## config.mk

```make
export PLATFORM = sky130hd
export DESIGN_NAME = onewire_master_flat
export DESIGN_NICKNAME = d
export VERILOG_FILES = /design/src/rtl/onewire_pkg.sv /design/src/rtl/onewire_if.sv /design/src/rtl/onewire_timebase.sv /design/src/rtl/onewire_master.sv /design/src/flat_wrapper.sv
export SDC_FILE = /design/constraint.sdc
export NUM_CORES = 1
export LEC_CHECK = 0
export CAP_MARGIN = 20
export CORE_UTILIZATION = 30
export CTS_CLUSTER_DIAMETER = 30
export DETAILED_ROUTE_END_ITERATION = 8
export PLACE_DENSITY = 0.58
export SETUP_SLACK_MARGIN = 0.4
export SLEW_MARGIN = 20
export SYNTH_ARGS = -nofsm -noshare
export SYNTH_HDL_FRONTEND = slang
export SYNTH_SLANG_ARGS = --single-unit
```

## constraint.sdc

```tcl
create_clock -name clk -period 2.6 [get_ports clk]
set_input_delay 0.52 -clock clk [delete_from_list [all_inputs] [get_ports clk]]
set_output_delay 0.52 -clock clk [all_outputs]
set_load 0.005 [all_outputs]
```

## src/rtl/onewire_pkg.sv

```systemverilog
// Command codes, FSM state encoding and default bus timing for the 1-Wire master.
// Durations are in microseconds of the local timebase.
package onewire_pkg;

    typedef enum logic [1:0] {
        CMD_BUS_RESET  = 2'd0,
        CMD_WRITE_BYTE = 2'd1,
        CMD_READ_BYTE  = 2'd2,
        CMD_NOP        = 2'd3
    } cmd_e;

    typedef enum logic [2:0] {
        ST_IDLE      = 3'd0,
        ST_RST_LOW   = 3'd1,
        ST_RST_WAIT  = 3'd2,
        ST_SLOT_LOW  = 3'd3,
        ST_SLOT_HIGH = 3'd4,
        ST_DONE      = 3'd5
    } state_e;

    localparam int unsigned US_W               = 10;
    localparam int unsigned DEF_TICK_DIV       = 29;
    localparam int unsigned DEF_RESET_LOW_US   = 480;
    localparam int unsigned DEF_PRESENCE_US    = 70;
    localparam int unsigned DEF_RESET_TOTAL_US = 480;
    localparam int unsigned DEF_SLOT_US        = 70;
    localparam int unsigned DEF_WRITE0_LOW_US  = 60;
    localparam int unsigned DEF_SHORT_LOW_US   = 6;
    localparam int unsigned DEF_SAMPLE_US      = 15;

    function automatic logic [US_W-1:0] us_cnt(input int unsigned n);
        return US_W'(n);
    endfunction

endpackage

```

## src/rtl/onewire_if.sv

```systemverilog
// Host command/response channel: valid/ready command in, one-cycle response strobe out.
// The block never stalls a response; the host must take rsp_data when rsp_valid is high.
interface onewire_if;
    logic       cmd_valid;
    logic       cmd_ready;
    logic [1:0] cmd;
    logic [7:0] cmd_data;
    logic       rsp_valid;
    logic [7:0] rsp_data;
    logic       busy;

    modport master (
        output cmd_valid, cmd, cmd_data,
        input  cmd_ready, rsp_valid, rsp_data, busy
    );

    modport slave (
        input  cmd_valid, cmd, cmd_data,
        output cmd_ready, rsp_valid, rsp_data, busy
    );
endinterface

```

## src/rtl/onewire_timebase.sv

```systemverilog
// Free-running microsecond prescaler plus a per-state microsecond counter.
// Zero latency on us_tick; clear wins over tick; no backpressure.
module onewire_timebase #(
    parameter int unsigned TICK_DIV = 29
) (
    input  logic       clk,
    input  logic       nReset,
    input  logic       clear,
    output logic       us_tick,
    output logic [9:0] us_count
);
    localparam int unsigned PW = (TICK_DIV > 1) ? $clog2(TICK_DIV) : 1;

    logic [PW-1:0] presc_q;
    logic [9:0]    us_count_q;

    assign us_tick  = (presc_q == PW'(TICK_DIV - 1));
    assign us_count = us_count_q;

    always_ff @(posedge clk or negedge nReset) begin
        if (!nReset) begin
            presc_q    <= '0;
            us_count_q <= '0;
        end else begin
            presc_q <= us_tick ? '0 : presc_q + 1'b1;
            if (clear) begin
                us_count_q <= '0;
            end else if (us_tick) begin
                us_count_q <= us_count_q + 1'b1;
            end
        end
    end
endmodule

```

## src/rtl/onewire_master.sv

```systemverilog
// Byte-level 1-Wire master driving an open-drain pad; one command at a time, ~960 us reset, ~560 us byte.
// cmd_ready is low from accept until the cycle after the response strobe; commands are never queued.
module onewire_master
    import onewire_pkg::*;
#(
    parameter int unsigned TICK_DIV       = DEF_TICK_DIV,
    parameter int unsigned RESET_LOW_US   = DEF_RESET_LOW_US,
    parameter int unsigned PRESENCE_US    = DEF_PRESENCE_US,
    parameter int unsigned RESET_TOTAL_US = DEF_RESET_TOTAL_US,
    parameter int unsigned SLOT_US        = DEF_SLOT_US,
    parameter int unsigned WRITE0_LOW_US  = DEF_WRITE0_LOW_US,
    parameter int unsigned SHORT_LOW_US   = DEF_SHORT_LOW_US,
    parameter int unsigned SAMPLE_US      = DEF_SAMPLE_US
) (
    input  logic      clk,
    input  logic      nReset,
    onewire_if.slave  bus,
    output logic      pad_drive_n,
    input  logic      pad_in
);
    localparam logic [9:0] N_RST_LOW   = us_cnt(RESET_LOW_US);
    localparam logic [9:0] N_PRES_M1   = us_cnt(PRESENCE_US - 1);
    localparam logic [9:0] N_RST_TOTAL = us_cnt(RESET_TOTAL_US);
    localparam logic [9:0] N_SLOT      = us_cnt(SLOT_US);
    localparam logic [9:0] N_WRITE0    = us_cnt(WRITE0_LOW_US);
    localparam logic [9:0] N_SHORT     = us_cnt(SHORT_LOW_US);
    // SLOT_HIGH restarts the counter, so the read sample is offset by the short low time.
    localparam logic [9:0] N_SAMPLE_M1 = us_cnt(SAMPLE_US - SHORT_LOW_US - 1);

    state_e     state_q, state_d;
    cmd_e       cmd_q, cmd_d;
    logic [7:0] sr_q, sr_d;
    logic [2:0] bit_cnt_q, bit_cnt_d;
    logic       presence_q, presence_d;
    logic       short_q, short_d;
    logic       rd_bit_q, rd_bit_d;
    logic       rsp_valid_q, rsp_valid_d;
    logic [7:0] rsp_data_q, rsp_data_d;
    logic       cmd_ready_q, cmd_ready_d;
    logic       busy_q, busy_d;
    logic       pad_drive_n_q, pad_drive_n_d;
    logic       sync1_q, sync2_q;

    logic       us_tick;
    logic [9:0] us_count;
    logic       tb_clear;
    logic       accept;
    logic [9:0] slot_low_len;
    logic [9:0] slot_high_len;

    onewire_timebase #(.TICK_DIV(TICK_DIV)) u_timebase (
        .clk      (clk),
        .nReset   (nReset),
        .clear    (tb_clear),
        .us_tick  (us_tick),
        .us_count (us_count)
    );

    assign accept        = cmd_ready_q && bus.cmd_valid;
    assign slot_low_len  = (cmd_q == CMD_WRITE_BYTE && !sr_q[0]) ? N_WRITE0 : N_SHORT;
    assign slot_high_len = N_SLOT - slot_low_len;
    assign tb_clear      = (state_d != state_q);

    always_comb begin
        state_d    = state_q;
        cmd_d      = cmd_q;
        sr_d       = sr_q;
        bit_cnt_d  = bit_cnt_q;
        presence_d = presence_q;
        short_d    = short_q;
        rd_bit_d   = rd_bit_q;
        rsp_data_d = rsp_data_q;

        case (state_q)
            ST_IDLE: begin
                if (accept) begin
                    cmd_d = cmd_e'(bus.cmd);
                    case (cmd_e'(bus.cmd))
                        CMD_BUS_RESET:  state_d = ST_RST_LOW;
                        CMD_WRITE_BYTE: begin
                            sr_d      = bus.cmd_data;
                            bit_cnt_d = 3'd0;
                            state_d   = ST_SLOT_LOW;
                        end
                        CMD_READ_BYTE: begin
                            sr_d      = 8'hFF;
                            bit_cnt_d = 3'd0;
                            state_d   = ST_SLOT_LOW;
                        end
                        default:        state_d = ST_DONE;
                    endcase
                end
            end
            ST_RST_LOW: begin
                if (us_count >= N_RST_LOW) state_d = ST_RST_WAIT;
            end
            ST_RST_WAIT: begin
                if (us_tick && us_count == N_PRES_M1) presence_d = ~sync2_q;
                if (us_count >= N_RST_TOTAL) begin
                    short_d = ~sync2_q;
                    state_d = ST_DONE;
                end
            end
            ST_SLOT_LOW: begin
                if (us_count >= slot_low_len) state_d = ST_SLOT_HIGH;
            end
            ST_SLOT_HIGH: begin
                if (us_tick && us_count == N_SAMPLE_M1) rd_bit_d = sync2_q;
                if (us_count >= slot_high_len) begin
                    sr_d      = {(cmd_q == CMD_READ_BYTE) ? rd_bit_q : 1'b1, sr_q[7:1]};
                    bit_cnt_d = bit_cnt_q + 1'b1;
                    state_d   = (bit_cnt_q == 3'd7) ? ST_DONE : ST_SLOT_LOW;
                end
            end
            ST_DONE: begin
                state_d = ST_IDLE;
                case (cmd_q)
                    CMD_BUS_RESET: rsp_data_d = {6'b0, short_q, presence_q};
                    CMD_READ_BYTE: rsp_data_d = sr_q;
                    default:       rsp_data_d = 8'h00;
                endcase
            end
            default: state_d = ST_IDLE;
        endcase

        // Outputs are registered from the next state so they line up with the state register.
        rsp_valid_d   = (state_q == ST_DONE);
        cmd_ready_d   = (state_d == ST_IDLE) && !rsp_valid_d;
        busy_d        = (state_d != ST_IDLE);
        pad_drive_n_d = !(state_d == ST_RST_LOW || state_d == ST_SLOT_LOW);
    end

    always_ff @(posedge clk or negedge nReset) begin
        if (!nReset) begin
            state_q       <= ST_IDLE;
            cmd_q         <= CMD_NOP;
            sr_q          <= 8'h00;
            bit_cnt_q     <= 3'd0;
            presence_q    <= 1'b0;
            short_q       <= 1'b0;
            rd_bit_q      <= 1'b1;
            rsp_valid_q   <= 1'b0;
            rsp_data_q    <= 8'h00;
            cmd_ready_q   <= 1'b0;
            busy_q        <= 1'b0;
            pad_drive_n_q <= 1'b1;
            sync1_q       <= 1'b1;
            sync2_q       <= 1'b1;
        end else begin
            state_q       <= state_d;
            cmd_q         <= cmd_d;
            sr_q          <= sr_d;
            bit_cnt_q     <= bit_cnt_d;
            presence_q    <= presence_d;
            short_q       <= short_d;
            rd_bit_q      <= rd_bit_d;
            rsp_valid_q   <= rsp_valid_d;
            rsp_data_q    <= rsp_data_d;
            cmd_ready_q   <= cmd_ready_d;
            busy_q        <= busy_d;
            pad_drive_n_q <= pad_drive_n_d;
            sync1_q       <= pad_in;
            sync2_q       <= sync1_q;
        end
    end

    assign bus.cmd_ready = cmd_ready_q;
    assign bus.rsp_valid = rsp_valid_q;
    assign bus.rsp_data  = rsp_data_q;
    assign bus.busy      = busy_q;
    assign pad_drive_n   = pad_drive_n_q;
endmodule

```

## src/flat_wrapper.sv

```systemverilog
// flat-port wrapper written by rule: the top's interface ports become plain ports
module onewire_master_flat import onewire_pkg::*;
#(
    parameter int unsigned TICK_DIV       = DEF_TICK_DIV,
    parameter int unsigned RESET_LOW_US   = DEF_RESET_LOW_US,
    parameter int unsigned PRESENCE_US    = DEF_PRESENCE_US,
    parameter int unsigned RESET_TOTAL_US = DEF_RESET_TOTAL_US,
    parameter int unsigned SLOT_US        = DEF_SLOT_US,
    parameter int unsigned WRITE0_LOW_US  = DEF_WRITE0_LOW_US,
    parameter int unsigned SHORT_LOW_US   = DEF_SHORT_LOW_US,
    parameter int unsigned SAMPLE_US      = DEF_SAMPLE_US
)
  (clk, nReset, pad_drive_n, pad_in, bus_cmd_valid, bus_cmd, bus_cmd_data, bus_cmd_ready, bus_rsp_valid, bus_rsp_data, bus_busy);
  onewire_if bus_i ();
  input  logic clk;
  input  logic nReset;
  output logic pad_drive_n;
  input  logic pad_in;
  input wire logic [$bits(bus_i.cmd_valid)-1:0] bus_cmd_valid;
  input wire logic [$bits(bus_i.cmd)-1:0] bus_cmd;
  input wire logic [$bits(bus_i.cmd_data)-1:0] bus_cmd_data;
  output wire logic [$bits(bus_i.cmd_ready)-1:0] bus_cmd_ready;
  output wire logic [$bits(bus_i.rsp_valid)-1:0] bus_rsp_valid;
  output wire logic [$bits(bus_i.rsp_data)-1:0] bus_rsp_data;
  output wire logic [$bits(bus_i.busy)-1:0] bus_busy;
  assign bus_i.cmd_valid = bus_cmd_valid;
  assign bus_i.cmd = bus_cmd;
  assign bus_i.cmd_data = bus_cmd_data;
  assign bus_cmd_ready = bus_i.cmd_ready;
  assign bus_rsp_valid = bus_i.rsp_valid;
  assign bus_rsp_data = bus_i.rsp_data;
  assign bus_busy = bus_i.busy;
  onewire_master #(.TICK_DIV(TICK_DIV), .RESET_LOW_US(RESET_LOW_US), .PRESENCE_US(PRESENCE_US), .RESET_TOTAL_US(RESET_TOTAL_US), .SLOT_US(SLOT_US), .WRITE0_LOW_US(WRITE0_LOW_US), .SHORT_LOW_US(SHORT_LOW_US), .SAMPLE_US(SAMPLE_US)) u_core (.clk(clk), .nReset(nReset), .bus(bus_i), .pad_drive_n(pad_drive_n), .pad_in(pad_in));
endmodule
```

==> impl_metrics.tcl, run 1 <==
set metrics [dict create \
    nFillCells 819 \
    yosysWarnings 0 \
    numPlacedInstances 389 \
    synth-edff-count 0 \
    synth_area_um2 2660 \
    yosysSeqAreaShare_pct 45.5 \
    drcViolationCount 0 \
    dp.final_hpwl_um 3830 \
    finalClockSkew_ns 0.00364 \
    cts.sinks 48 \
    synth_top_area_cell "dfrtp_1" \
    htree_levels 2 \
    status "finished, final reports clean" \
    core-area_um2 8380 \
    p_leak_nw 1.41 \
    io_pins 26 \
    grt-ovfl-total 0 \
    syn_avg_cell_area_um2 10.1 \
    crit_slowest_cell "dfstp_2" \
    dr.first_iter.drc_count 62 \
    routed_via_density 4.94 \
    synth.top_cell.area_share_pct 39.6 \
    die_h_um 96.1 \
    cts_buffer_depth 2 \
    final_cell_mix "dfrtp_1 (42), nand2_1 (38), clkdlybuf4s50_1 (24)" \
    peakVddDrop_v 0.000213 \
    max_freq_mhz 418 \
    top_usage_layer "met2" \
    path_cells "nand2_4 -> ha_4 -> o41ai_4 -> a41o_2 -> a21oi_2 -> or4_4 -> or3_1" \
    layout_min_cycle_time_ns 2.39 \
    clkLatencyLatePin_ns 0.30 \
    routedWlPerCell_um 13.7 \
    cts_made_buffers 5 \
    max_stage_delay_ns 0.58 \
    grt_util_met1_pct 17.8 \
    grt_antenna_before_repair 0 \
    relSlewSlack_pct 58.6 \
    postLayoutCellArea_um2 3350 \
    timing.setup.tns_ns 0 \
    final_nets 327 \
    grt_pass1_wl_um 9250 \
    p_per_area_nw_per_um2 409 \
    netlist_top_cells_area "dfrtp_1 (40%), ha_1 (7.1%), dfstp_2 (5.9%), nand2_1 (5.5%), mux2_1 (3.4%)" \
    cts_root_buf "clkbuf_8" \
    cts.clk_slew.worst_paths_ns 0.09 \
    ys_types 54 \
    total_power_mw 1.37 \
    grt_max_degree 49 \
    cp.required_ns 2.78 \
    synth_fp_nets 291 \
    ant_nets 0 \
    synthCells 262 \
    crit_fanout 5 \
    layout_commonest_cell "dfrtp_1" \
    hold_violations 0 \
    grt_pass1_vias 1885 \
    final_max_slew_viol_count 0 \
    setup.worst_path.end_class "register" \
    synth_flop_cell "dfrtp_1" \
    gr-usage-met3_pct 2.61 \
    place_congestion 0.769 \
    worstMarginPinSlew_ns 0.621 \
    setup_violations 0 \
    portBuffers 25 \
    rows 33 \
    track_usage_pct 13.3 \
    n_antenna_cell 0 \
    die_w_um 96.1 \
    cts_tree "yes" \
    hold_buffers 0 \
    path_class "register to register" \
    grt_setup_unrepaired "true" \
    via_count 1996 \
    crit_arrival_ns 2.57 \
    synth_seq_cells 48 \
    place_area_um2 3080 \
    hold_class "input port to asynchronous set/reset pin" \
    final_cells 404 \
    layout-drive-gt1-share_pct 21.1 \
    firstDrtPassIters 6 \
    syn2layout_area_growth_pct 26.0 \
    use_met2_pct 21.2 \
    wl_um 5520 \
    postSynth.asyncResetShare_pct 100 \
    drv_cap 0 \
    fin_crit_sh_pct 92.0 \
    worst_setup_path_start_kind "register" \
    design.die.area_um2 9230 \
    start_util_pct 31.7 \
]
layer usage:
layer	wire length, um	up-vias
li1	-	997
met1	2820	965
met2	2460	29
met3	148	5
met4	79	0
met5	0	-
area by class of cell:
| type | count | area [um^2] | share of cell area [%] |
|---|---|---|---|
| multi-input cells | 192 | 1450 | 43.4 |
| clock inverters | 2 | 38.8 | 1.16 |
| well taps | 105 | 131 | 3.93 |
| clock buffers | 6 | 82.6 | 2.47 |
| flip-flops and latches | 48 | 1210 | 36.1 |
| inverters | 12 | 45.0 | 1.35 |
| repair buffers | 39 | 388 | 11.6 |
cell families after synthesis:
kind of cell               Yosys count  share of synthesized area, %
AOI/OAI and AO/OA                   40                          10.7
xor gates and xnor gates            11                          3.63
adders and majority gates           15                          7.07
buffers and inverters               22                          4.62
DFF                                 48                          45.5
muxes                               17                          6.97
and+or+nand+nor                    109                          21.5
per-stage QoR:
stage / setup WS, ns / util, % / hold slack (ns)
6_report: 0.209 / 39.9 / 0.295
5_1_grt: 0.154 / 39.9 / 0.357
4_1_cts: 0.207 / 39.0 / 0.333
3_5_place_dp: 0.0333 / 36.7 / 0.349
3_3_place_gp: 0.0540 / 36.7 / 0.347
2_1_floorplan: 0.348 / - / 0.224
final timing paths:
kind                       depth (start not counted)            start  slack, ns                             to
max reg2reg                                        7  u_core.cmd_q[0]       0.21                u_core.bus.busy
min reg2reg                                        0   u_core.sync1_q       0.36                 u_core.sync2_q
max in group asynchronous                          2           nReset       1.87  u_core.u_timebase.us_count[4]
max                                                7  u_core.cmd_q[0]       0.21                u_core.bus.busy
min in group clk                                   0   u_core.sync1_q       0.36                 u_core.sync2_q
min                                                2           nReset       0.30                u_core.bus.busy
Yosys cell counts, types with 3 or more instances:
library cell and count:
nand4_1 7, nor2b_1 3, inv_1 12, mux2_1 8, mux2_2 4, xor2_1 6, nand2b_1 3, nor3_1 6
nor4_1 3, a21oi_1 3, nand3b_1 4, buf_6 5, ha_1 15, dfrtp_1 42, nand3_1 6, nor2_1 23
xnor2_1 5, nand2_1 39, o21ai_0 16, mux2i_1 5, dfstp_2 6
flip-flops by register name, summed over array words and instances (netlist names):
| name | flops |
|---|---|
| u_core.bus.busy | 1 |
| u_core.sync1_q | 1 |
| u_core.short_q | 1 |
| u_core.u_timebase.us_count | 10 |
| u_core.bus.cmd_ready | 1 |
| u_core.u_timebase.presc_q | 5 |
| u_core.rd_bit_q | 1 |
| u_core.sync2_q | 1 |
| u_core.bus.rsp_data | 8 |
| u_core.bus.rsp_valid | 1 |
| u_core.state_q | 3 |
| u_core.sr_q | 8 |
| u_core.bit_cnt_q | 3 |
| u_core.cmd_q | 2 |
| u_core.presence_q | 1 |
| u_core.pad_drive_n | 1 |
worst max-delay path: cells and delay by family (launching register included):
kind            cells  cell delay (ns)
flops               1             0.58
compound gates      3             0.63
fa+ha+maj           1             0.18
simple gates        3             0.88
power breakdown:
group	switching [mW]	internal, mW
combinational	0.0227	0.0212
clock	0.259	0.315
sequential	0.00187	0.750
what timing repair did:
action | in CTS | in global routing
resized for setup | 7 | 11
hold endpoints to repair | 0 | 0
gates cloned | 1 | 1
setup endpoints to repair | 19 | 24
setup buffers | 5 | 0
pin swaps | 2 | 3
No activity file was read; power rests on OpenSTA's default activity.
==> run 2: changes to the inputs <==
- ABC_AREA: not set -> 0
==> results of run 2 <==
The final DEF is identical to that of run 1; final timing and power are the same.
==> run 3: changes to the inputs <==
- SKIP_CTS_REPAIR_TIMING: not set -> 1
==> impl_metrics.tcl, run 3 (synthesis results as in run 1) <==
set metrics [dict create \
    grt-ovfl-total 0 \
    final_max_slew_viol_count 0 \
    layout_commonest_cell "dfrtp_1" \
    crit_slowest_cell "dfstp_2" \
    p_sw_mw 0.282 \
    hold_class "input port to asynchronous set/reset pin" \
    firstDrtPassIters 5 \
    crit_buf_inv 0 \
    grt_pass1_wl_um 9060 \
    crit_arrival_ns 2.57 \
    path_cells "nand2_4 -> ha_4 -> o41ai_4 -> a41o_2 -> a21oi_4 -> or4_4 -> or3_1" \
    dp.final_hpwl_um 3830 \
    cts_root_buf "clkbuf_8" \
    cp_top_family "simple AND/OR/NAND/NOR gates" \
    clkLatencyLatePin_ns 0.30 \
    nFillCells 831 \
    cts_buffer_depth 2 \
    grt_setup_unrepaired "true" \
    layout-drive-gt1-share_pct 17.8 \
    io_pins 26 \
    via_count 1966 \
    hold_violations 0 \
    layout_min_cycle_time_ns 2.39 \
    ant_nets 0 \
    syn2layout_area_growth_pct 22.9 \
    design.die.area_um2 9230 \
    drcViolationCount 0 \
    final_cells 402 \
    cts_made_buffers 5 \
    p_per_area_nw_per_um2 419 \
    final_nets 325 \
    swShare_pct 20.6 \
    die_w_um 96.1 \
    cts_tree "yes" \
    cts.sinks 48 \
    status "finished, final reports clean" \
    fin_crit_sh_pct 91.9 \
    worst_setup_path_start_kind "register" \
    drv_cap 0 \
    worstMarginPinSlew_ns 0.615 \
    core-area_um2 8380 \
    place_congestion 0.769 \
    timing.setup.tns_ns 0 \
    htree_levels 2 \
    post-place-ws_ns 0.0333 \
    max_stage_delay_ns 0.58 \
    cell_internal_pwr_mw 1.09 \
    path_class "register to register" \
    portBuffers 25 \
    total_power_mw 1.37 \
    largest_reg_flops 10 \
    dr.first_iter.drc_count 78 \
    setup_ws_ns 0.210 \
    setup.worst_path.end_class "register" \
    grt_pass1_vias 1863 \
    start_util_pct 31.7 \
    final_cell_mix "dfrtp_1 (42), nand2_1 (38), clkdlybuf4s50_1 (24)" \
    crit_fanout 5 \
    track_usage_pct 13.0 \
    n_antenna_cell 0 \
    finalClockSkew_ns 0.00378 \
    routedWlPerCell_um 13.5 \
    relSlewSlack_pct 59.0 \
    rows 33 \
    clockPowerShare_pct 41.9 \
    p_leak_nw 1.39 \
    numPlacedInstances 389 \
    max_freq_mhz 418 \
    wl_um 5420 \
    grt_antenna_before_repair 0 \
    setup_violations 0 \
    peakVddDrop_v 0.000214 \
    cp.required_ns 2.78 \
    p_comb_share_pct 3.2 \
    die_h_um 96.1 \
    cts.clk_slew.worst_paths_ns 0.09 \
    grt_max_degree 49 \
    seqPwrFrac_pct 55.0 \
    routed_via_density 4.89 \
]
==> run 3: path summary, 6_finish.rpt <==
| kind | startpoint | endpoint | slack, ns | cells after the start |
|---|---|---|---|---|
| worst min register to register | u_core.sync1_q | u_core.sync2_q | 0.36 | 0 |
| min in group clk | u_core.sync1_q | u_core.sync2_q | 0.36 | 0 |
| worst max register to register | u_core.cmd_q[0] | u_core.bus.busy | 0.21 | 7 |
| worst min-delay path | nReset | u_core.bus.busy | 0.30 | 2 |
| max in group asynchronous | nReset | u_core.u_timebase.presc_q[3] | 1.88 | 2 |
| worst max-delay path | u_core.cmd_q[0] | u_core.bus.busy | 0.21 | 7 |
==> run 3: layout make-up <==
class	instances	area [um^2]	share of cell area, %
flip-flops and latches	48	1210	37.1
well taps	105	131	4.03
inverters	12	45.0	1.38
clock inverters	2	38.8	1.19
clock buffers	6	82.6	2.53
multi-input cells	192	1410	43.2
repair buffers	37	348	10.7
==> run 3: metrics by stage <==
stage | instance area [um^2] | util [%] | hold WS [ns]
detailed placement | 3080 | 36.7 | 0.349
CTS | 3200 | 38.1 | 0.333
global placement | 3080 | 36.7 | 0.347
finish | 3260 | 38.9 | 0.303
global route | 3260 | 38.9 | 0.357
floorplan | 2710 | - | 0.224
==> run 3: metal layers <==
layer	global-route usage, %	share of wire, %
met4	4.85	1.3
met2	20.7	46
met1	17.4	50
met5	0	0
met3	2.61	3.3
==> run 3: power by group through the flow <==
| stage | logic, mW | clock network (mW) | registers (mW) |
|---|---|---|---|
| after CTS | 0.0451 | 0.596 | 0.752 |
| after global routing | 0.0488 | 0.627 | 0.752 |
| after floorplan | 0.00646 | 0 | 0.766 |
| after global placement | 0.0450 | 0 | 0.766 |
| after detailed placement | 0.0449 | 0 | 0.766 |
| final | 0.0431 | 0.572 | 0.752 |
